$ cat src/rtl/logic_unit_pkg.sv
// ============================================================================
// Module   : logic_unit_pkg
// Purpose  : Shared op encoding for the pipelined logic unit and its users.
// Revision : 1.0  initial release
// ============================================================================
`default_nettype none

package logic_unit_pkg;

    localparam int OP_W = 3;

    typedef enum logic [OP_W-1:0] {
        OP_AND  = 3'd0,
        OP_OR   = 3'd1,
        OP_XOR  = 3'd2,
        OP_NOR  = 3'd3,
        OP_XNOR = 3'd4,
        OP_ANDN = 3'd5,
        OP_PASS = 3'd6,
        OP_XACC = 3'd7
    } logic_op_e;

endpackage : logic_unit_pkg

`default_nettype wire

$ cat src/rtl/logic_unit_pipe_core.sv
// ============================================================================
// Module   : logic_core
// Purpose  : Combinational WIDTH-bit bitwise op mux; XACC folds as a ^ b.
// Revision : 1.0  initial release
// ============================================================================
`default_nettype none

module logic_core
    import logic_unit_pkg::*;
#(
    parameter int WIDTH = 32
) (
    input  logic [OP_W-1:0]  op,
    input  logic [WIDTH-1:0] a,
    input  logic [WIDTH-1:0] b,
    output logic [WIDTH-1:0] result
);

    always_comb begin
        result = '0;
        case (logic_op_e'(op))
            OP_AND:           result = a & b;
            OP_OR:            result = a | b;
            OP_XOR, OP_XACC:  result = a ^ b;
            OP_NOR:           result = ~(a | b);
            OP_XNOR:          result = ~(a ^ b);
            OP_ANDN:          result = a & ~b;
            OP_PASS:          result = a;
            default:          result = '0;
        endcase
    end

endmodule : logic_core

`default_nettype wire

$ cat src/rtl/logic_unit_pipe.sv
// ============================================================================
// Module   : logic_unit_pipe
// Purpose  : Registered bitwise logic unit with valid/ready flow control and
//            an XOR-accumulate mode that folds a burst into one checksum.
// Revision : 1.0  initial release
// ============================================================================
`default_nettype none

module logic_unit_pipe
    import logic_unit_pkg::*;
#(
    parameter int WIDTH = 32,
    parameter int CNT_W = 8
) (
    input  logic             clk,
    input  logic             rst_n,
    input  logic             in_valid,
    output logic             in_ready,
    input  logic [OP_W-1:0]  in_op,
    input  logic [WIDTH-1:0] in_a,
    input  logic [WIDTH-1:0] in_b,
    input  logic             in_last,
    output logic             out_valid,
    input  logic             out_ready,
    output logic [WIDTH-1:0] out_data,
    output logic             out_parity,
    output logic [CNT_W-1:0] out_count,
    output logic             acc_busy
);

    localparam logic [0:0]       c_st_idle  = 1'b0;
    localparam logic [0:0]       c_st_accum = 1'b1;
    localparam logic [CNT_W-1:0] c_cnt_max  = '1;
    localparam logic [CNT_W-1:0] c_cnt_one  = CNT_W'(1);

    logic [0:0]       r_state;
    logic [0:0]       w_state_nxt;
    logic             r_out_valid;
    logic [WIDTH-1:0] r_out_data;
    logic [CNT_W-1:0] r_out_count;
    logic [WIDTH-1:0] r_acc;
    logic [CNT_W-1:0] r_cnt;

    logic [WIDTH-1:0] w_core;
    logic [CNT_W-1:0] w_cnt_inc;
    logic             w_in_ready;
    logic             w_fire;
    logic             w_is_xacc;
    logic             w_emit;

    logic_core #(
        .WIDTH (WIDTH)
    ) u_core (
        .op     (in_op),
        .a      (in_a),
        .b      (in_b),
        .result (w_core)
    );

    // Accepting only when the output slot is free or draining keeps XACC
    // beats ordered behind any result still waiting for the consumer.
    assign w_in_ready = !r_out_valid || out_ready;
    assign w_fire     = in_valid && w_in_ready;
    assign w_is_xacc  = (logic_op_e'(in_op) == OP_XACC);
    assign w_emit     = w_fire && (!w_is_xacc || in_last);
    assign w_cnt_inc  = (r_cnt == c_cnt_max) ? r_cnt : r_cnt + c_cnt_one;

    // State register
    always_ff @(posedge clk or negedge rst_n) begin
        if (!rst_n) begin
            r_state <= c_st_idle;
        end else begin
            r_state <= w_state_nxt;
        end
    end

    // Next-state logic
    always_comb begin
        w_state_nxt = r_state;
        if (w_fire && w_is_xacc) begin
            w_state_nxt = in_last ? c_st_idle : c_st_accum;
        end
    end

    // State-derived outputs
    always_comb begin
        acc_busy = (r_state == c_st_accum);
    end

    // Accumulator and beat counter; non-XACC beats leave them untouched.
    always_ff @(posedge clk or negedge rst_n) begin
        if (!rst_n) begin
            r_acc <= '0;
            r_cnt <= '0;
        end else if (w_fire && w_is_xacc) begin
            if (in_last) begin
                r_acc <= '0;
                r_cnt <= '0;
            end else begin
                r_acc <= r_acc ^ w_core;
                r_cnt <= w_cnt_inc;
            end
        end
    end

    // Output register: a new result overwrites a draining one without a bubble.
    always_ff @(posedge clk or negedge rst_n) begin
        if (!rst_n) begin
            r_out_valid <= 1'b0;
            r_out_data  <= '0;
            r_out_count <= '0;
        end else if (w_emit) begin
            r_out_valid <= 1'b1;
            r_out_data  <= w_is_xacc ? (r_acc ^ w_core) : w_core;
            r_out_count <= w_is_xacc ? w_cnt_inc : c_cnt_one;
        end else if (out_ready) begin
            r_out_valid <= 1'b0;
        end
    end

    assign in_ready   = w_in_ready;
    assign out_valid  = r_out_valid;
    assign out_data   = r_out_data;
    assign out_count  = r_out_count;
    assign out_parity = ^r_out_data;

endmodule : logic_unit_pipe

`default_nettype wire
$ cat config.mk
export PLATFORM = sky130hd
export DESIGN_NAME = logic_unit_pipe
export DESIGN_NICKNAME = d
export VERILOG_FILES = /design/src/rtl/logic_unit_pkg.sv /design/src/rtl/logic_unit_pipe_core.sv /design/src/rtl/logic_unit_pipe.sv
export SDC_FILE = /design/constraint.sdc
export NUM_CORES = 1
export LEC_CHECK = 0
export CAP_MARGIN = 5
export CORE_MARGIN = 3
export CORE_UTILIZATION = 50
export DETAILED_ROUTE_END_ITERATION = 7
export DONT_BUFFER_PORTS = 1
export PLACE_DENSITY_LB_ADDON = 0.1
export SLEW_MARGIN = 10
export SYNTH_ARGS = -nofsm -noshare
export SYNTH_HDL_FRONTEND = slang
export SYNTH_SLANG_ARGS = --single-unit
$ cat constraint.sdc
create_clock -name clk -period 2.2 [get_ports clk]
set_clock_uncertainty 0.05 [all_clocks]
set_input_delay 0.44 -clock clk [delete_from_list [all_inputs] [get_ports clk]]
set_output_delay 0.44 -clock clk [all_outputs]
set_load 0.05 [all_outputs]
==> flow_summary.toml, run 1 <==
[clock_network]
cts.path.max_buffers = 2
clock_latency_ps = 340
cts_setup_buffers = 0
cts_sinks = 82
cts_tree = "yes"
clk_pin_slew_ps = 70
clockRootBuffer = "clkbuf_16"
cts_buffers = 9
h-tree-depth = 3

[worst_setup_path]
cp-start-kind = "flop"
r2r_cells = 6
crit_path_end_kind = "output pin"
crit_start = "out_data[28]"
rr_startpoint = "out_valid"
cp.required_ps = 1710
crit_type = "flop to output pin"
r2r_slack_ps = 320
cp_max_fo = 2
reg2reg_to = "r_acc[11]"
crit_arrival_ps = 1870

[sta]
maxSlewViolCount = 0
rsz0062_at_grt = "true"
setup_viol = 1
worst_pin_slew_ps = 615
fmaxAchievable_ghz = 0.424
layout_min_cycle_time_ps = 2360
fin_ws_ps = -158
fin_crit_sh = 1.07
hold_viol = 82
whs_ps = -258
slew_headroom = 0.589

[status]
status = "finished, violations left"
violations = "hold timing, setup timing"

[global_route]
overflow = 0
antenna_found_initial = 0
grt_usage = 0.246
grt_first_pass_wirelength_mm = 33.1
grt_pass1_vias = 6534
grt_max_degree = 154

[finish]
instances_no_fill = 1133
antennaDiodeCount = 0
final_cell_mix = "89 x nand2_1, 86 x inv_1, 82 x dfrtp_1"
final_cell_area_sq_mm = 0.00827
nets = 1049
drive_gt1_frac = 0.111
register_area_sq_mm = 0.00205
fillCellCount = 1324
area_growth_pct = 9.36
multi_input_area_sq_mm = 0.00487
final_common_cell = "nand2_1"

[floorplan]
core_sq_mm = 0.0146
dieArea_sq_mm = 0.0166
ioPinCount = 116
die_w_um = 129
rows = 44
die_h_um = 129
start_util = 0.516

[detailed_routing]
drtIter0Drc = 503
drc = 0
avgRoutedWirePerCell_um = 18.1
vias = 6832
wirelength_mm = 20.6
routed_via_density = 6.03
first_pass_iters = 5
final_antenna_net_count = 0

[yosys]
avgSynthCellArea_sq_um = 8.00
syn_nets = 1050
yosysWarnings = 0
ys_seq_elements = 82
synth_flop_cell = "dfrtp_1"
synth_edf_count = 0
yosysSeqAreaShare = 0.271
synth_cell_types = 57
async_flop_share = 1.00
netlist_area_sq_mm = 0.00756
netlist_instances = 945

[power]
report.power.total_mw = 7.44
vdd_drop_max_v = 0.00239
p_leak_nw = 3.73
powerDensity_mw_per_mm2 = 900

[placed_design]
finalWeightedCongestion = 0.835
dp.cells = 1117
hpwl_mm = 14.4
io_buffers = 0
dpl_cell_area_sq_mm = 0.00794

[hold_path]
hold_path_class = "input port to asynchronous set/reset pin"

[run]
drv_cap = 0
==> state kept, by name (all words and copies together), names as in the netlist <==
register / count
out_data: 32
r_acc: 32
out_count: 8
r_cnt: 8
acc_busy: 1
out_valid: 1
==> how the worst max path moves through the flow <==
| stage | end | slack (ps) | cells after the start |
|---|---|---|---|
| floorplan | out_parity | -100 | 5 |
| global placement | out_parity | 150 | 6 |
| detailed placement | out_parity | 160 | 6 |
| CTS | out_parity | -160 | 6 |
| global route | out_parity | -260 | 6 |
| finish | out_parity | -160 | 6 |
==> cells in the mapped netlist (12+ instances only) <==
master,count,share of area
nand2b_1,30,0.025
a211o_1,23,0.027
buf_2,34,0.022
or3_1,13,0.011
and3b_1,13,0.015
inv_1,86,0.043
nand3_1,28,0.019
o211ai_1,24,0.024
nand2_1,89,0.044
clkbuf_1,24,0.012
nor3b_1,24,0.024
o22ai_1,24,0.020
or4_1,16,0.016
o21ai_0,41,0.027
o21ai_1,30,0.020
a21oi_1,54,0.036
xnor2_1,56,0.065
a31oi_1,16,0.013
o31ai_1,13,0.013
mux2i_1,12,0.016
ha_1,33,0.055
nor2_1,46,0.023
dfrtp_1,82,0.27
==> layout make-up <==
type,instances,area share
well taps,184,0.0278
clock buffers,9,0.0272
multi-input cells,708,0.589
inverters,86,0.0390
repair buffers,57,0.0593
clock inverters,7,0.00923
flip-flops and latches,82,0.248
==> layer usage <==
| layer | routed length, um | vias to the layer above | part of all wire | global-route usage |
|---|---|---|---|---|
| met5 | 0 | - | 0 | 0 |
| met4 | 320 | 0 | 0.016 | 0.0679 |
| met3 | 1440 | 24 | 0.070 | 0.0656 |
| met2 | 9440 | 185 | 0.46 | 0.395 |
| met1 | 9350 | 3285 | 0.46 | 0.329 |
| li1 | - | 3338 | - | - |
==> power by group <==
group          switching, mW  internal, mW
combinational           2.17          1.67
sequential             0.278          1.79
clock                  0.653         0.890
==> through the flow <==
stage	utilization	setup WS [ps]	setup TNS [ps]
after global placement	0.542	153	0
after CTS	0.564	-165	-165
after floorplan	-	-97.5	-97.5
final	0.565	-158	-158
after global routing	0.565	-261	-261
after detailed placement	0.542	159	0
==> repair_timing <==
| item | CTS | global route |
|---|---|---|
| setup endpoints to repair | 1 | 1 |
| resized for setup | 3 | 1 |
| hold endpoints to repair | 82 | 82 |
| pin swaps | 1 | 3 |
==> kinds of logic (layout without fill, tap and decap cells) <==
| family | count (synthesis) | count (layout) | share of synthesized area |
|---|---|---|---|
| multiplexers | 15 | 15 | 0.0203 |
| AND/OR/NAND/NOR | 307 | 307 | 0.218 |
| flip-flops | 82 | 82 | 0.271 |
| buffers and inverters | 155 | 159 | 0.0895 |
| AO/OA/AOI/OAI | 290 | 290 | 0.272 |
| XOR/XNOR | 63 | 63 | 0.0739 |
| adder cells (fa/ha/maj) | 33 | 33 | 0.0546 |
==> critical path, stage by stage (launching register included) <==
cell and delay (ps):
dfrtp_1 410, xnor2_2 220, xnor2_1 180, xnor2_1 120
xnor2_1 250, xnor2_2 180, buf_12 170
(Power assumes the default switching activity.)
==> run 2, diff against run 1 <==
--- a/config.mk
+++ b/config.mk
@@ -14,4 +14,5 @@
 export SLEW_MARGIN = 10
 export SYNTH_ARGS = -nofsm -noshare
 export SYNTH_HDL_FRONTEND = slang
+export SYNTH_HIERARCHICAL = 1
 export SYNTH_SLANG_ARGS = --single-unit
==> run 2 against run 1 <==
The flow still finishes with violations (hold timing, setup timing); largest cell class unchanged; core utilization is 1.8 points higher; largest power group unchanged; critical path type unchanged; sequential share of layout area rose by 2.1 points; first-iteration DRC count shrank 2.2%.
==> flow_summary.toml, run 2 <==
[status]
status = "finished, violations left"
violations = "hold timing, setup timing"

[floorplan]
start_util = 0.516
core_sq_mm = 0.0133
ioPinCount = 116
die_w_um = 123
dieArea_sq_mm = 0.0152
die_h_um = 123
rows = 42

[sta]
layout_min_cycle_time_ps = 2350
fin_setup_tns_ps = -147
fin_crit_sh = 1.07
rsz0062_at_grt = "true"
whs_ps = -261
setup_viol = 1
hold_viol = 82
slew_headroom = 0.206
worst_pin_slew_ps = 1190
fmaxAchievable_ghz = 0.426
maxSlewViolCount = 0
fin_ws_ps = -147

[finish]
final_cell_mix = "125 x nand2_1, 79 x o21ai_1, 76 x nor2_1"
register_area_sq_mm = 0.00209
instances_no_fill = 1084
postLayoutCoreUtil = 0.583
antennaDiodeCount = 0
fillCellCount = 1222
nets = 1008
final_cell_area_sq_mm = 0.00778
multi_input_area_sq_mm = 0.00430
area_growth_pct = 12.9
drive_gt1_frac = 0.153
final_common_cell = "nand2_1"

[run]
drv_cap = 0

[global_route]
grt_max_degree = 117
grt_pass1_vias = 5929
grt_usage = 0.243
overflow = 0
antenna_found_initial = 0
grt_first_pass_wirelength_mm = 29.6

[worst_setup_path]
cp.required_ps = 1710
slowest_stage = "dfrtp_2"
cp_slowest_stage_delay_ps = 420
crit_type = "flop to output pin"
crit_arrival_ps = 1860
path_cells = "xor2_2 -> xnor2_1 -> xnor2_1 -> xnor2_1 -> xnor2_2 -> buf_12"
cp-start-kind = "flop"
crit_path_end_kind = "output pin"
critPathMostFrequentCell = "xnor2_1"
cp_max_fo = 2

[yosys]
synth_flop_cell = "dfrtp_1"
yosysTopAreaCell = "dfrtp_1"
synth_cell_types = 42
ys_seq_elements = 82
async_flop_share = 1.00
netlist_top_cells_count = "125 x nand2_1, 82 x dfrtp_1, 79 x o21ai_1, 76 x nor2_1, 67 x inv_1"
netlist_area_sq_mm = 0.00689
yosysSeqAreaShare = 0.298
netlist_instances = 880
synth_area_leaders = "dfrtp_1 30%, nand2_1 6.8%, xor2_1 6.6%"
yosysMostFrequentCell = "nand2_1"
synth_edf_count = 0
syn_nets = 985
yosysWarnings = 6
avgSynthCellArea_sq_um = 7.83
synth_top_area_frac = 0.298

[power]
p_leak_nw = 3.39
combPwrFrac = 0.494
vdd_drop_max_v = 0.00135
p_sw_mw = 2.90
p_int_mw = 4.41
report.power.total_mw = 7.31
p_seq_frac = 0.284
clkPwrFrac = 0.222
powerDensity_mw_per_mm2 = 940
switching_share = 0.396

[hold_path]
hold_path_class = "input port to asynchronous set/reset pin"

[placed_design]
io_buffers = 0
finalWeightedCongestion = 0.868
dp.cells = 1068
pre_cts_ws_ps = -165
dpl_cell_area_sq_mm = 0.00741
hpwl_mm = 12.9

[detailed_routing]
final_antenna_net_count = 0
first_pass_iters = 5
vias = 6305
drtIter0Drc = 492
drc = 0
avgRoutedWirePerCell_um = 17.1
routed_via_density = 5.82
wirelength_mm = 18.5

[clock_network]
h-tree-depth = 3
clockRootBuffer = "clkbuf_16"
cts_buffers = 9
clk_pin_slew_ps = 60
cts_tree = "yes"
cts_sinks = 82
clock_latency_ps = 340
cts.path.max_buffers = 2
## run 2: kinds of logic after synthesis
group	synth area share
xor+xnor	0.125
compound gates	0.247
buf+inv	0.0861
flops	0.298
fa+ha+maj	0.0599
simple gates	0.182
mux	0.00291
## run 2: area by class of cell
cell class              instances  share of cell area
inverters                      67              0.0323
flip-flops and latches         82               0.269
well taps                     176              0.0283
clock buffers                  10              0.0307
repair buffers                 71              0.0766
multi-input cells             672               0.553
clock inverters                 6              0.0103
## run 2: worst max-delay path: cells and delay by family (launching register included)
kind | cells | cell delay [ps]
xor+xnor | 5 | 930
flops | 1 | 420
buf+inv | 1 | 160
## run 2: timing repair
action,in CTS,in global routing
setup endpoints to repair,1,1
pin swaps,6,3
gates resized for setup,6,0
endpoints found under the hold margin,82,82
buffers inserted,0,0
## run 2: path summary, 6_finish.rpt
kind | depth (start not counted) | startpoint | to | slack [ps]
worst max register to register | 4 | r_cnt[0] | r_cnt[7] | 430
max in group asynchronous | 0 | rst_n | out_data[3] | 2220
worst min register to register | 1 | r_acc[12] | r_acc[12] | 420
worst min-delay path | 0 | rst_n | out_data[21] | -260
min in group clk | 1 | in_last | r_acc[31] | 160
worst max-delay path | 6 | out_data[12] | out_parity | -150
## run 2: layer usage
layer	GRT usage	share of wire
met5	0	0
met4	0.0872	0.017
met3	0.0522	0.079
met2	0.375	0.45
met1	0.337	0.46
## run 2: power groups by stage
stage | clock network (mW) | registers, mW | logic (mW)
floorplan | 0 | 2.50 | 1.84
global placement | 0 | 2.06 | 3.53
detailed placement | 0 | 2.08 | 3.60
CTS | 1.64 | 2.07 | 3.63
global route | 1.71 | 2.11 | 3.87
finish | 1.62 | 2.07 | 3.61
